<file path="config.mk">
export PLATFORM = sky130hd
export DESIGN_NAME = seq_scan_ctrl
export DESIGN_NICKNAME = d
export VERILOG_FILES = /design/src/rtl/seq_pkg.sv /design/src/rtl/seq_win3_match.sv /design/src/rtl/seq_scan_ctrl.sv
export SDC_FILE = /design/constraint.sdc
export NUM_CORES = 1
export LEC_CHECK = 0
export CAP_MARGIN = 25
export CORE_MARGIN = 2
export CORE_UTILIZATION = 54
export DETAILED_ROUTE_END_ITERATION = 12
export GPL_ROUTABILITY_DRIVEN = 1
export GPL_TIMING_DRIVEN = 0
export MAX_ROUTING_LAYER = met4
export PLACE_DENSITY_LB_ADDON = 0.1
export SYNTH_ARGS = -nofsm -noshare
export SYNTH_HDL_FRONTEND = slang
export SYNTH_SLANG_ARGS = --single-unit
</file>
<file path="constraint.sdc">
create_clock -name clk -period 2.5 [get_ports clk]
set_input_delay 0.375 -clock clk [delete_from_list [all_inputs] [get_ports clk]]
set_output_delay 0.375 -clock clk [all_outputs]
set_load 0.005 [all_outputs]
</file>
<file path="src/rtl/seq_pkg.sv">
// rtl/seq_pkg.sv - shared state encoding and pattern constants for the scan controller
package seq_pkg;

  localparam logic [1:0] ST_IDLE  = 2'd0;
  localparam logic [1:0] ST_SHIFT = 2'd1;
  localparam logic [1:0] ST_DONE  = 2'd2;

  localparam logic [2:0] PAT110 = 3'b110;
  localparam logic [2:0] PAT101 = 3'b101;

endpackage

</file>
<file path="src/rtl/seq_win3_match.sv">
// rtl/seq_win3_match.sv - 3-bit sliding window matcher with registered hit strobes
module seq_win3_match
  import seq_pkg::*;
(
  input  logic clk,
  input  logic rstn,
  input  logic i_clr,
  input  logic i_en,
  input  logic i_win_vld,
  input  logic i_x,
  output logic o_hit110,
  output logic o_hit101
);

  logic [1:0] r_hist;
  logic       r_hit110;
  logic       r_hit101;
  logic [2:0] w_win;

  assign w_win = {r_hist, i_x};

  // Shift the presented bit into history and register whether the completed window matches.
  always_ff @(posedge clk or negedge rstn) begin
    if (!rstn) begin
      r_hist   <= 2'b00;
      r_hit110 <= 1'b0;
      r_hit101 <= 1'b0;
    end else if (i_clr) begin
      r_hist   <= 2'b00;
      r_hit110 <= 1'b0;
      r_hit101 <= 1'b0;
    end else if (i_en) begin
      r_hist   <= {r_hist[0], i_x};
      r_hit110 <= i_win_vld && (w_win == PAT110);
      r_hit101 <= i_win_vld && (w_win == PAT101);
    end else begin
      r_hit110 <= 1'b0;
      r_hit101 <= 1'b0;
    end
  end

  assign o_hit110 = r_hit110;
  assign o_hit101 = r_hit101;

endmodule

</file>
<file path="src/rtl/seq_scan_ctrl.sv">
// rtl/seq_scan_ctrl.sv - word serialiser that counts overlapping 110/101 windows per scan
module seq_scan_ctrl
  import seq_pkg::*;
#(
  parameter int W  = 8,
  parameter int CW = 3
) (
  input  logic          clk,
  input  logic          rstn,
  input  logic          start,
  input  logic          abort,
  input  logic [W-1:0]  din,
  output logic          ser_x,
  output logic          ser_vld,
  output logic          busy,
  output logic          done,
  output logic [CW-1:0] cnt110,
  output logic [CW-1:0] cnt101
);

  localparam int IW = $clog2(W);
  localparam logic [IW-1:0] LAST_IDX = IW'(W - 1);

  logic [1:0]    r_state;
  logic [W-1:0]  r_shreg;
  logic [IW-1:0] r_idx;
  logic          r_ser_x;
  logic [CW-1:0] r_cnt110;
  logic [CW-1:0] r_cnt101;

  logic w_accept;
  logic w_shift;
  logic w_abort;
  logic w_last;
  logic w_win_en;
  logic w_win_x;
  logic w_win_vld;
  logic w_hit110;
  logic w_hit101;

  assign w_accept = (r_state == ST_IDLE) && start && !abort;
  assign w_shift  = (r_state == ST_SHIFT);
  assign w_abort  = w_shift && abort;
  assign w_last   = w_shift && (r_idx == LAST_IDX);

  // The matcher is fed the bit that is about to appear on ser_x, so its registered
  // hit lines up with the cycle that presents the window's last bit and the counter
  // can be bumped at the end of that same cycle, leaving counts final in DONE.
  assign w_win_en  = w_accept || (w_shift && !abort && !w_last);
  assign w_win_x   = w_accept ? din[W-1] : r_shreg[W-1];
  assign w_win_vld = w_shift && (r_idx != '0);

  seq_win3_match u_match (
    .clk       (clk),
    .rstn      (rstn),
    .i_clr     (w_abort),
    .i_en      (w_win_en),
    .i_win_vld (w_win_vld),
    .i_x       (w_win_x),
    .o_hit110  (w_hit110),
    .o_hit101  (w_hit101)
  );

  // Control FSM: IDLE -> SHIFT for W cycles -> DONE for one cycle -> IDLE; abort returns to IDLE.
  always_ff @(posedge clk or negedge rstn) begin
    if (!rstn) begin
      r_state <= ST_IDLE;
    end else begin
      case (r_state)
        ST_IDLE:  if (w_accept) r_state <= ST_SHIFT;
        ST_SHIFT: begin
          if (abort)       r_state <= ST_IDLE;
          else if (w_last) r_state <= ST_DONE;
        end
        ST_DONE:  r_state <= ST_IDLE;
        default:  r_state <= ST_IDLE;
      endcase
    end
  end

  // Shift register, bit index and serial output; the MSB is presented directly on acceptance.
  always_ff @(posedge clk or negedge rstn) begin
    if (!rstn) begin
      r_shreg <= '0;
      r_idx   <= '0;
      r_ser_x <= 1'b0;
    end else if (w_accept) begin
      r_shreg <= {din[W-2:0], 1'b0};
      r_idx   <= '0;
      r_ser_x <= din[W-1];
    end else if (w_shift) begin
      if (abort || w_last) begin
        r_ser_x <= 1'b0;
      end else begin
        r_ser_x <= r_shreg[W-1];
        r_shreg <= {r_shreg[W-2:0], 1'b0};
        r_idx   <= r_idx + IW'(1);
      end
    end
  end

  // Pattern counters: cleared on accept or abort, otherwise bumped by matcher hits during SHIFT.
  always_ff @(posedge clk or negedge rstn) begin
    if (!rstn) begin
      r_cnt110 <= '0;
      r_cnt101 <= '0;
    end else if (w_accept || w_abort) begin
      r_cnt110 <= '0;
      r_cnt101 <= '0;
    end else if (w_shift) begin
      if (w_hit110) r_cnt110 <= r_cnt110 + CW'(1);
      if (w_hit101) r_cnt101 <= r_cnt101 + CW'(1);
    end
  end

  assign ser_x   = r_ser_x;
  assign ser_vld = w_shift;
  assign busy    = w_shift;
  assign done    = (r_state == ST_DONE);
  assign cnt110  = r_cnt110;
  assign cnt101  = r_cnt101;

endmodule

</file>
==> flow_results.org <==
** Clock network
- Clock-pin slew was measured on the worst setup and hold paths at 120 ps.
- The root buffer cell chosen for the clock tree is sky130_fd_sc_hd__clkbuf_4.
- Setup Fix Bufs, Post-CTS :: 0
- Maximum level of the CTS H-tree :: 1
- The clock drives 23 sinks.
- Buffers inserted to repair hold after CTS numbered 0.
- The clock passes through at most 2 buffers.
- TritonCTS clock tree :: built
- For the worst-skew pair, the clock arrives at the later sink with an insertion delay of 320 ps.
- Number of buffers inserted during clock tree synthesis :: 3
- Cells resized by post-CTS repair :: 0

** Synth
- Flop and latch count out of synthesis :: 23
- Post-synthesis async set-or-reset flop share :: 100%
- Counting distinct cell types in the post-synthesis netlist gives 29.
- In the synthesized netlist, mux cells make up 5.93% of the area.
- After Yosys synthesis, and, or, nand and nor cells account for 22.8% of the synthesized area.
- Summing the sequential cell areas from Yosys gives 48.7% of the chip area.
- Post-Synthesis Net Count :: 138
- Yosys printed 0 warnings.
- After Yosys synthesis, full adders, half adders and majority gates account for 5.29% of the synthesized area.
- Number of synthesized flops with an enable pin :: 0
- Dominant combinational cell family by area after synthesis :: simple AND/OR/NAND/NOR gates
- Among all flip-flop cells after synthesis, the most frequent one is sky130_fd_sc_hd__dfrtp_1.
- After Yosys synthesis, XOR and XNOR cells account for 0.741% of the synthesized area.
- Gate Count Post-Synth :: 121
- Synthesized area per cell :: 9.77 um^2
- Synthesized-area fraction occupied by ao, oa, aoi and oai cells :: 12.3%
- The synthesized netlist occupies a cell area of 1180 um^2.

** Timing
- Worst Hold Slack :: 240 ps
- Derived from the worst setup path, the maximum achievable clock frequency is 0.429 GHz.
- Final Critical Period :: 2330 ps
- Fin Clk Skew :: 3.11 ps
- RSZ-0062 raised after global routing :: false
- The worst pin sits at a relative slew slack of 65.7%.
- The worst path uses 93.3% of the clock period.
- Pins Over Slew Limit :: 0
- Final Hold Fails :: 0
- Setup violations remaining at the end of the flow were counted as 0.
- The worst path meets setup with 167 ps of slack.
- Actual transition at the worst max-transition pin :: 513 ps
- For the final routed database, the setup TNS stands at 0 ps.

** Critical path
- Startpoint-to-endpoint class of the critical path :: reg2out
- Critical Path Sink Type :: primary output
- The worst register-to-register path ends at r_shreg[2]$_DFFE_PN0P_.
- FF-to-FF setup slack :: 720 ps
- Measured in cells, the most critical reg-to-reg path has a length of 6.
- Largest fanout on the critical path :: 10
- Required arrival time at the worst endpoint :: 2120 ps
- Startpoint of the worst-slack reg-to-reg timing path :: r_idx[0]$_DFFE_PN0P_
- STA classifies the critical path startpoint as a flop.
- Data on the critical path arrives at its endpoint at 1960 ps.

** Finish
- Count of placed standard cells in the final layout, fillers left out :: 174
- The library cell used most frequently in the layout, excluding fill and tap cells, is sky130_fd_sc_hd__dfrtp_1.
- N_diodes :: 0
- The net count of the finished layout is 165.
- Share of layout cells above drive strength 1 :: 8.16%
- Compared with the post-synthesis result, the final layout area differs by 25.4%.
- Most frequent cells in the layout :: sky130_fd_sc_hd__dfrtp_1 (22), sky130_fd_sc_hd__clkdlybuf4s50_1 (21), sky130_fd_sc_hd__nand2_1 (19)

** Die
- Floorplan die area :: 2580 um^2
- The die is 50.8 um wide.
- Num rows :: 16
- Initial core utilization :: 58.5%
- During I/O placement, the number of pins put on the boundary was 22.
- Die span in y :: 50.8 um
- Core Region :: 2020 um^2

** Placement
- Before CTS, the worst setup slack after placement is 429 ps.
- Number of buffer cells added on primary ports :: 21
- Count of placed standard cells including taps :: 169
- Routability-driven placement finished with a final weighted congestion of 0.836.
- Summed over all nets, the half-perimeter wirelength after detailed placement is 1.78 mm.

** Route
- Via count :: 963
- Mean routed wirelength per cell :: 13.6 um
- Routed wire length :: 2.37 mm
- In the routed layout, each cell is associated on average with a via count of 5.53.
- For this run, the detailed router's first-pass iteration total came to 4.
- Remaining DRCs :: 0
- DRT antenna net count :: 0
- Violation count after the first detailed-route iteration :: 19

** Power
- Power density cells :: 610 nW/um^2
- IR drop worst, VDD :: 446 uV
- Standby leakage power :: 0.625 nW
- Total power consumption of the routed design :: 904 uW

** Global routing
- Maximum number of pins on one net before global-route repair :: 24
- Wire length of the first global-routing pass :: 4.51 mm
- Number of global-route vias before repair :: 1004
- The initial antenna violation count was 0.
- Final global-route overflow total :: 0
- Total routing resource utilization after global routing :: 24.2%

** Worst hold path
- The tightest min-delay check is of the in2async type.

** Outcome
- The flow ran to the end, and the final reports show no timing, DRC or antenna violations.

** Job
- Number of max-cap violations :: 0
-- synthesized netlist by cell type (2+ instances only) --
library cell	number	area (um^2)
sky130_fd_sc_hd__dfrtp_1	23	576
sky130_fd_sc_hd__nand2_1	19	71.3
sky130_fd_sc_hd__a21oi_1	9	45.0
sky130_fd_sc_hd__o21ai_0	8	40.0
sky130_fd_sc_hd__mux2i_1	7	70.1
sky130_fd_sc_hd__nor2_1	7	26.3
sky130_fd_sc_hd__ha_1	5	62.6
sky130_fd_sc_hd__nand3_1	5	25.0
sky130_fd_sc_hd__nor3b_1	4	30.0
sky130_fd_sc_hd__clkbuf_1	3	11.3
sky130_fd_sc_hd__inv_1	3	11.3
sky130_fd_sc_hd__nand3b_1	3	22.5
sky130_fd_sc_hd__a31oi_1	2	12.5
sky130_fd_sc_hd__buf_2	2	10.0
sky130_fd_sc_hd__buf_4	2	15.0
sky130_fd_sc_hd__nand2b_1	2	12.5
sky130_fd_sc_hd__nand4b_1	2	17.5
sky130_fd_sc_hd__nor2b_1	2	12.5
sky130_fd_sc_hd__nor4b_2	2	30.0
sky130_fd_sc_hd__or4_1	2	15.0
-- cell families after synthesis --
logic type,count (synthesis)
flops,23
mux,7
xor+xnor,1
buf+inv,11
simple gates,49
compound gates,25
fa+ha+maj,5
-- worst max-delay path by stage --
stage | startpoint | endpoint | cells after the start
global placement | abort | r_shreg[6]$_DFFE_PN0P_ | 5
floorplan | r_idx[0]$_DFFE_PN0P_ | r_shreg[7]$_DFFE_PN0P_ | 6
CTS | r_state[1]$_DFFE_PN0P_ | ser_vld | 5
detailed placement | abort | r_shreg[6]$_DFFE_PN0P_ | 5
finish | r_state[0]$_DFFE_PN0P_ | ser_vld | 5
global route | r_state[0]$_DFFE_PN0P_ | ser_vld | 5
-- stage by stage --
| stage | util (%) | cell area [um^2] |
|---|---|---|
| 6_report | 73.3 | 1480 |
| 5_1_grt | 73.3 | 1480 |
| 4_1_cts | 71.8 | 1450 |
| 3_5_place_dp | 70.5 | 1430 |
| 3_3_place_gp | 70.5 | 1430 |
| 2_1_floorplan | - | 1180 |
-- critical path, stage by stage (launching register included) --
cell and delay (ps):
sky130_fd_sc_hd__dfrtp_1 480, sky130_fd_sc_hd__nand2b_1 120, sky130_fd_sc_hd__buf_2 230, sky130_fd_sc_hd__clkinvlp_4 210
sky130_fd_sc_hd__buf_4 170, sky130_fd_sc_hd__clkdlybuf4s50_1 430
-- registers in the layout (all words and copies together) (netlist names) --
| signal | flops |
|---|---|
| u_match.r_hist | 2 |
| cnt110 | 3 |
| cnt101 | 3 |
| ser_x | 1 |
| r_idx | 3 |
| u_match.o_hit101 | 1 |
| r_shreg | 7 |
| r_state | 2 |
| u_match.o_hit110 | 1 |
-- power by group --
group / internal, mW / total, mW / switching (mW)
clock network: 0.0625 / 0.174 / 0.111
logic: 0.128 / 0.235 / 0.107
registers: 0.440 / 0.496 / 0.0560
-- per-layer routing --
layer | wire length [um] | share of wire (%) | GRT usage (%)
met5 | 0 | 0 | -
met4 | 53 | 2.2 | 11.3
met3 | 61 | 2.6 | 2.68
met2 | 1120 | 47 | 38.2
met1 | 1140 | 48 | 31.3
-- cell type report --
class                           instances  area, um^2
Inverter                                4        18.8
Clock buffer                            4        26.3
Timing Repair Buffer                   22         235
Sequential cell                        23         577
Multi-Input combinational cell         87         556
Buffer                                  7        36.3
Fill cell                             170         539
Tap cell                               27        33.8
Note: power is estimated with default switching activity, not from simulation.
